$ cat src/rtl/ysyx_22050598_ifu_fetch.sv
// Instruction fetch unit: holds the PC, issues one aligned 4-byte fetch at a time
// and hands the returned word, its PC and fault flags to decode over valid/ready.
module ysyx_22050598_ifu_fetch #(
  parameter logic [63:0] RESET_PC = 64'h0000_0000_8000_0000
) (
  input  logic        clk,
  input  logic        rst_n,
  output logic        if_req_valid_o,
  output logic [63:0] if_req_addr_o,
  input  logic        if_req_ready_i,
  input  logic        if_rsp_valid_i,
  input  logic [31:0] if_rsp_data_i,
  input  logic        if_rsp_err_i,
  input  logic        redirect_valid_i,
  input  logic [63:0] redirect_pc_i,
  output logic        id_valid_o,
  output logic [31:0] id_inst_o,
  output logic [63:0] id_pc_o,
  output logic [1:0]  id_fault_o,
  input  logic        id_ready_i
);

  localparam logic [31:0] NOP_INST = 32'h0000_0013;

  typedef enum logic [1:0] {IDLE, REQ, WAIT, HOLD} state_t;

  state_t      state_q, state_d;
  logic [63:0] pc_q, pc_d;
  logic        drop_q, drop_d;
  logic [31:0] inst_q, inst_d;
  logic [63:0] ipc_q, ipc_d;
  logic [1:0]  fault_q, fault_d;
  logic        misaligned;
  logic        req_hs;
  logic        id_hs;

  assign misaligned = (pc_q[1:0] != 2'b00);

  // A misaligned PC never reaches the bus; it is turned into a faulting nop instead.
  assign if_req_valid_o = (state_q == REQ) & ~drop_q & ~misaligned;
  assign if_req_addr_o  = pc_q;
  assign id_valid_o     = (state_q == HOLD);
  assign id_inst_o      = inst_q;
  assign id_pc_o        = ipc_q;
  assign id_fault_o     = fault_q;

  assign req_hs = if_req_valid_o & if_req_ready_i;
  assign id_hs  = id_valid_o & id_ready_i;

  always_comb begin
    // NOTE: every signal gets a default first so no path through the case leaves it unassigned (no latches).
    state_d = state_q;
    pc_d    = pc_q;
    drop_d  = drop_q;
    inst_d  = inst_q;
    ipc_d   = ipc_q;
    fault_d = fault_q;

    if (redirect_valid_i) begin
      pc_d = redirect_pc_i;
      case (state_q)
        IDLE: state_d = REQ;
        REQ: begin
          // The bus took a request for the old PC; its response must be thrown away.
          if (req_hs) begin
            state_d = WAIT;
            drop_d  = 1'b1;
          end
        end
        WAIT: begin
          if (if_rsp_valid_i) begin
            state_d = REQ;
            drop_d  = 1'b0;
          end else begin
            drop_d  = 1'b1;
          end
        end
        HOLD:    state_d = REQ;
        default: state_d = IDLE;
      endcase
    end else begin
      case (state_q)
        IDLE: state_d = REQ;
        REQ: begin
          if (misaligned) begin
            inst_d  = NOP_INST;
            ipc_d   = pc_q;
            fault_d = 2'b01;
            state_d = HOLD;
          end else if (req_hs) begin
            state_d = WAIT;
          end
        end
        WAIT: begin
          if (if_rsp_valid_i) begin
            if (drop_q) begin
              drop_d  = 1'b0;
              state_d = REQ;
            end else begin
              inst_d  = if_rsp_data_i;
              ipc_d   = pc_q;
              fault_d = {if_rsp_err_i, 1'b0};
              state_d = HOLD;
            end
          end
        end
        HOLD: begin
          if (id_hs) begin
            pc_d    = pc_q + 64'd4;
            state_d = REQ;
          end
        end
        default: state_d = IDLE;
      endcase
    end
  end

  always_ff @(posedge clk or negedge rst_n) begin
    if (!rst_n) begin
      state_q <= IDLE;
      pc_q    <= RESET_PC;
      drop_q  <= 1'b0;
      inst_q  <= '0;
      ipc_q   <= RESET_PC;
      fault_q <= '0;
    end else begin
      // NOTE: non-blocking assignments so every register samples the pre-edge values.
      state_q <= state_d;
      pc_q    <= pc_d;
      drop_q  <= drop_d;
      inst_q  <= inst_d;
      ipc_q   <= ipc_d;
      fault_q <= fault_d;
    end
  end

endmodule

$ cat config.mk
export PLATFORM = sky130hd
export DESIGN_NAME = ysyx_22050598_ifu_fetch
export DESIGN_NICKNAME = d
export VERILOG_FILES = /design/src/rtl/ysyx_22050598_ifu_fetch.sv
export SDC_FILE = /design/constraint.sdc
export NUM_CORES = 1
export LEC_CHECK = 0
export ABC_CLOCK_PERIOD_IN_PS = 3380
export BUFFER_PORTS_ARGS = -buffer_cell sky130_fd_sc_hd__buf_4
export CAP_MARGIN = 20
export CORE_ASPECT_RATIO = 0.7
export CORE_UTILIZATION = 52
export CTS_BUF_LIST = sky130_fd_sc_hd__clkbuf_2
export DETAILED_ROUTE_END_ITERATION = 12
export HOLD_SLACK_MARGIN = 0.15
export PLACE_DENSITY = 0.85
export SYNTH_ARGS = -nofsm -noshare
export SYNTH_HDL_FRONTEND = slang
export SYNTH_SLANG_ARGS = --single-unit
$ cat constraint.sdc
create_clock -name clk -period 3.38 [get_ports clk]
set_input_delay 0.676 -clock clk [delete_from_list [all_inputs] [get_ports clk]]
set_output_delay 0.676 -clock clk [all_outputs]
set_load 0.1 [all_outputs]
==> key figures <==
GRT
  • Grt met3 use: 7.73%
  • Grt total ovfl: 0
  • Initial antenna violation count: 2
  • Vias in the first global route: 7342
  • Met1 usage in global routing: 42.4%
  • Pin count of the biggest net entering global routing: 138
  • Total GRT Usage: 31.7%
  • First-pass GRT wire length: 38200 µm
  • GR peak layer: met2
  • GRT met2 Usage: 49.6%

Clocking
  • CTS sink cnt: 165
  • Clk pin slew, worst setup/hold paths: 0.25 ns
  • Clock buffer depth: 2
  • Post-CTS Setup Bufs: 0
  • Clk root buf: clkbuf_2
  • Latest clock arrival within the worst-skew pair: 0.78 ns
  • Clock tree from TritonCTS: yes
  • CTS buffer count: 17
  • H-tree levels: 4

Hold path
  • Worst min path class: primary input to register

Floorplanning
  • Starting Density: 53.4%
  • CORE AREA: 14800 µm²
  • Number of cell rows: 37
  • DIE WIDTH: 149 µm
  • Die Area: 15700 µm²
  • I/O pin count: 267
  • Die H: 105 µm

Yosys
  • Top cells by count, synth: dfrtp_1, nand2_1, o21ai_0, mux2_2, clkbuf_1
  • Synth top area cells: dfrtp_1, mux2_2, nand2_1, o21ai_0, nand4_1
  • Post-Syn Area: 7890 µm²
  • Yosys top cell by area: dfrtp_1
  • Cell count after synthesis: 793
  • Post-synth top area share: 51.7%
  • Synth cell types: 48
  • Asr flop ratio synth: 100%
  • Number of synthesized flops with an enable pin: 0
  • Syn nets: 901
  • Yosys reg bits: 165
  • Yosys warning count: 0
  • Avg Cell Area, Syn: 9.95 µm²
  • Dominant synthesized flop cell: dfrtp_1
  • Seq/Total Area, Yosys: 52.3%
  • Count leader, synth: dfrtp_1

STA
  • Sum of negative setup slack: 0 ns
  • Final min period: 2.97 ns
  • Fin worst setup slack: 0.408 ns
  • Worst-margin pin slew: 0.784 ns
  • Fin Hold WS: 0.162 ns
  • Final Max Slew Viols: 0
  • Worst clock skew: 0.0455 ns
  • Final hold violation count: 0
  • RSZ-0062 raised after global routing: false
  • Setup violators final: 0
  • Fmax: 336 MHz
  • Fin crit share: 87.9%
  • Relative slew margins: 47.3%

Placed design
  • Dpl ws: 0.740 ns
  • Post-DP HPWL: 16300 µm
  • DP Area: 10100 µm²
  • Buffers on Ports: 266
  • Gp weighted congestion: 0.871
  • Cell total after placement: 1220

Final layout
  • Share of cells above drive strength 1: 33.0%
  • Design Area, Final: 11100 µm²
  • Syn-to-layout area delta: 40.0%
  • Nets: 1229
  • Fin cells: 1332
  • Core Util, Final: 74.8%
  • Fillers: 1002

Route
  • DR WL/cell: 18.0 µm
  • TritonRoute pass-1 iters: 5
  • Initial DRC count: 622
  • Via count: 7522
  • Antenna-violating nets left: 0
  • Number of remaining DRC errors: 0
  • Vias per cell: 5.65
  • Final wirelength: 24000 µm

Run
  • Max-Cap Viols: 0

Power
  • Maximum vdd drop: 0.00109 V
  • PnR Total Power: 9.85 mW
  • Pwr Density: 891 nW/µm²
  • Leakage: 4.91 nW

Worst setup path
  • Worst path cell trace: inv_1 -> ha_1 -> nand2_1 -> nor2_1 -> buf_4
  • Max FO, Critical Path: 7
  • CP arrival: 2.30 ns
  • Crit path required time: 2.70 ns
  • CP max-delay cell: dfrtp_1
  • Crit path launch type: register
  • CP Capture Type: primary output
  • Delay of the slowest critical-path stage: 0.47 ns
  • Path type of the worst setup path: register to primary output

Run status
  • Status: complete, no violations
## cell families (layout without fill, tap and decap cells)
kind of cell | Yosys count | count (layout) | share of synthesized area (%)
compound gates | 133 | 133 | 9.69
xor+xnor | 34 | 34 | 3.77
fa+ha+maj | 5 | 5 | 0.793
buf+inv | 53 | 394 | 2.62
flops | 165 | 165 | 52.3
mux | 67 | 67 | 9.48
other cells | 0 | 3 | 0
simple gates | 336 | 336 | 21.3
## path summary, 6_finish.rpt
kind,startpoint,to,slack (ns),depth (start not counted)
min in group asynchronous,rst_n,id_pc_o[53],0.48,2
worst max-delay path,state_q[1],if_req_valid_o,0.41,5
max in group asynchronous,rst_n,if_req_addr_o[31],1.97,3
worst min-delay path,redirect_pc_i[53],if_req_addr_o[53],0.16,3
worst max register to register,if_req_addr_o[23],if_req_addr_o[39],0.67,5
worst min register to register,id_inst_o[2],id_inst_o[2],0.52,2
## critical path, delay by kind of cell (launching register included)
kind	cells	cell delay, ns
buf+inv	2	0.42
simple gates	2	0.30
flops	1	0.47
fa+ha+maj	1	0.35
## layout by cell type (no fill, tap or decap), types with 11 or more instances in the layout
master	instances
xor2_1	15
dlygate4sd3_1	77
nor2_1	37
buf_4	272
mux2_2	62
and3_1	11
o21ai_0	88
nor3_1	12
and4_1	11
nand2_1	147
nand3_1	24
xnor2_1	19
or3_1	12
nor4_1	16
nand4_1	27
clkbuf_2	18
a31oi_1	19
dfrtp_1	163
## per-layer routing
layer / routed length [µm] / up-vias
met4: 696 / 0
met3: 2080 / 57
met1: 10100 / 3608
met5: 0 / -
met2: 11100 / 354
li1: - / 3503
## state kept, by name, indices dropped and copies added, names as in the netlist
signal and cells:
drop_q 1, id_fault_o 2, id_inst_o 32, id_pc_o 64, if_req_addr_o 64, state_q 2
## cell type report
type / instances / area, µm² / area share (%)
well taps: 195 / 244 / 2.21
multi-input cells: 575 / 3570 / 32.3
flip-flops and latches: 165 / 4130 / 37.4
clock buffers: 18 / 90.1 / 0.815
repair buffers: 352 / 2860 / 25.9
clock inverters: 14 / 105 / 0.951
diodes: 3 / 7.51 / 0.0679
inverters: 10 / 37.5 / 0.340
## power breakdown
| group | switching (mW) | leakage, nW | internal, mW |
|---|---|---|---|
| Sequential | 0.420 | 2.01 | 2.49 |
| Combinational | 4.68 | 2.79 | 1.30 |
| Clock | 0.753 | 0.118 | 0.202 |
## repair_timing
item | 4_1_cts | 5_1_grt
gates resized for setup | 0 | 0
endpoints found under the hold margin | 156 | 1
hold buffers | 76 | 1
No activity file was read; power rests on OpenSTA's default activity.
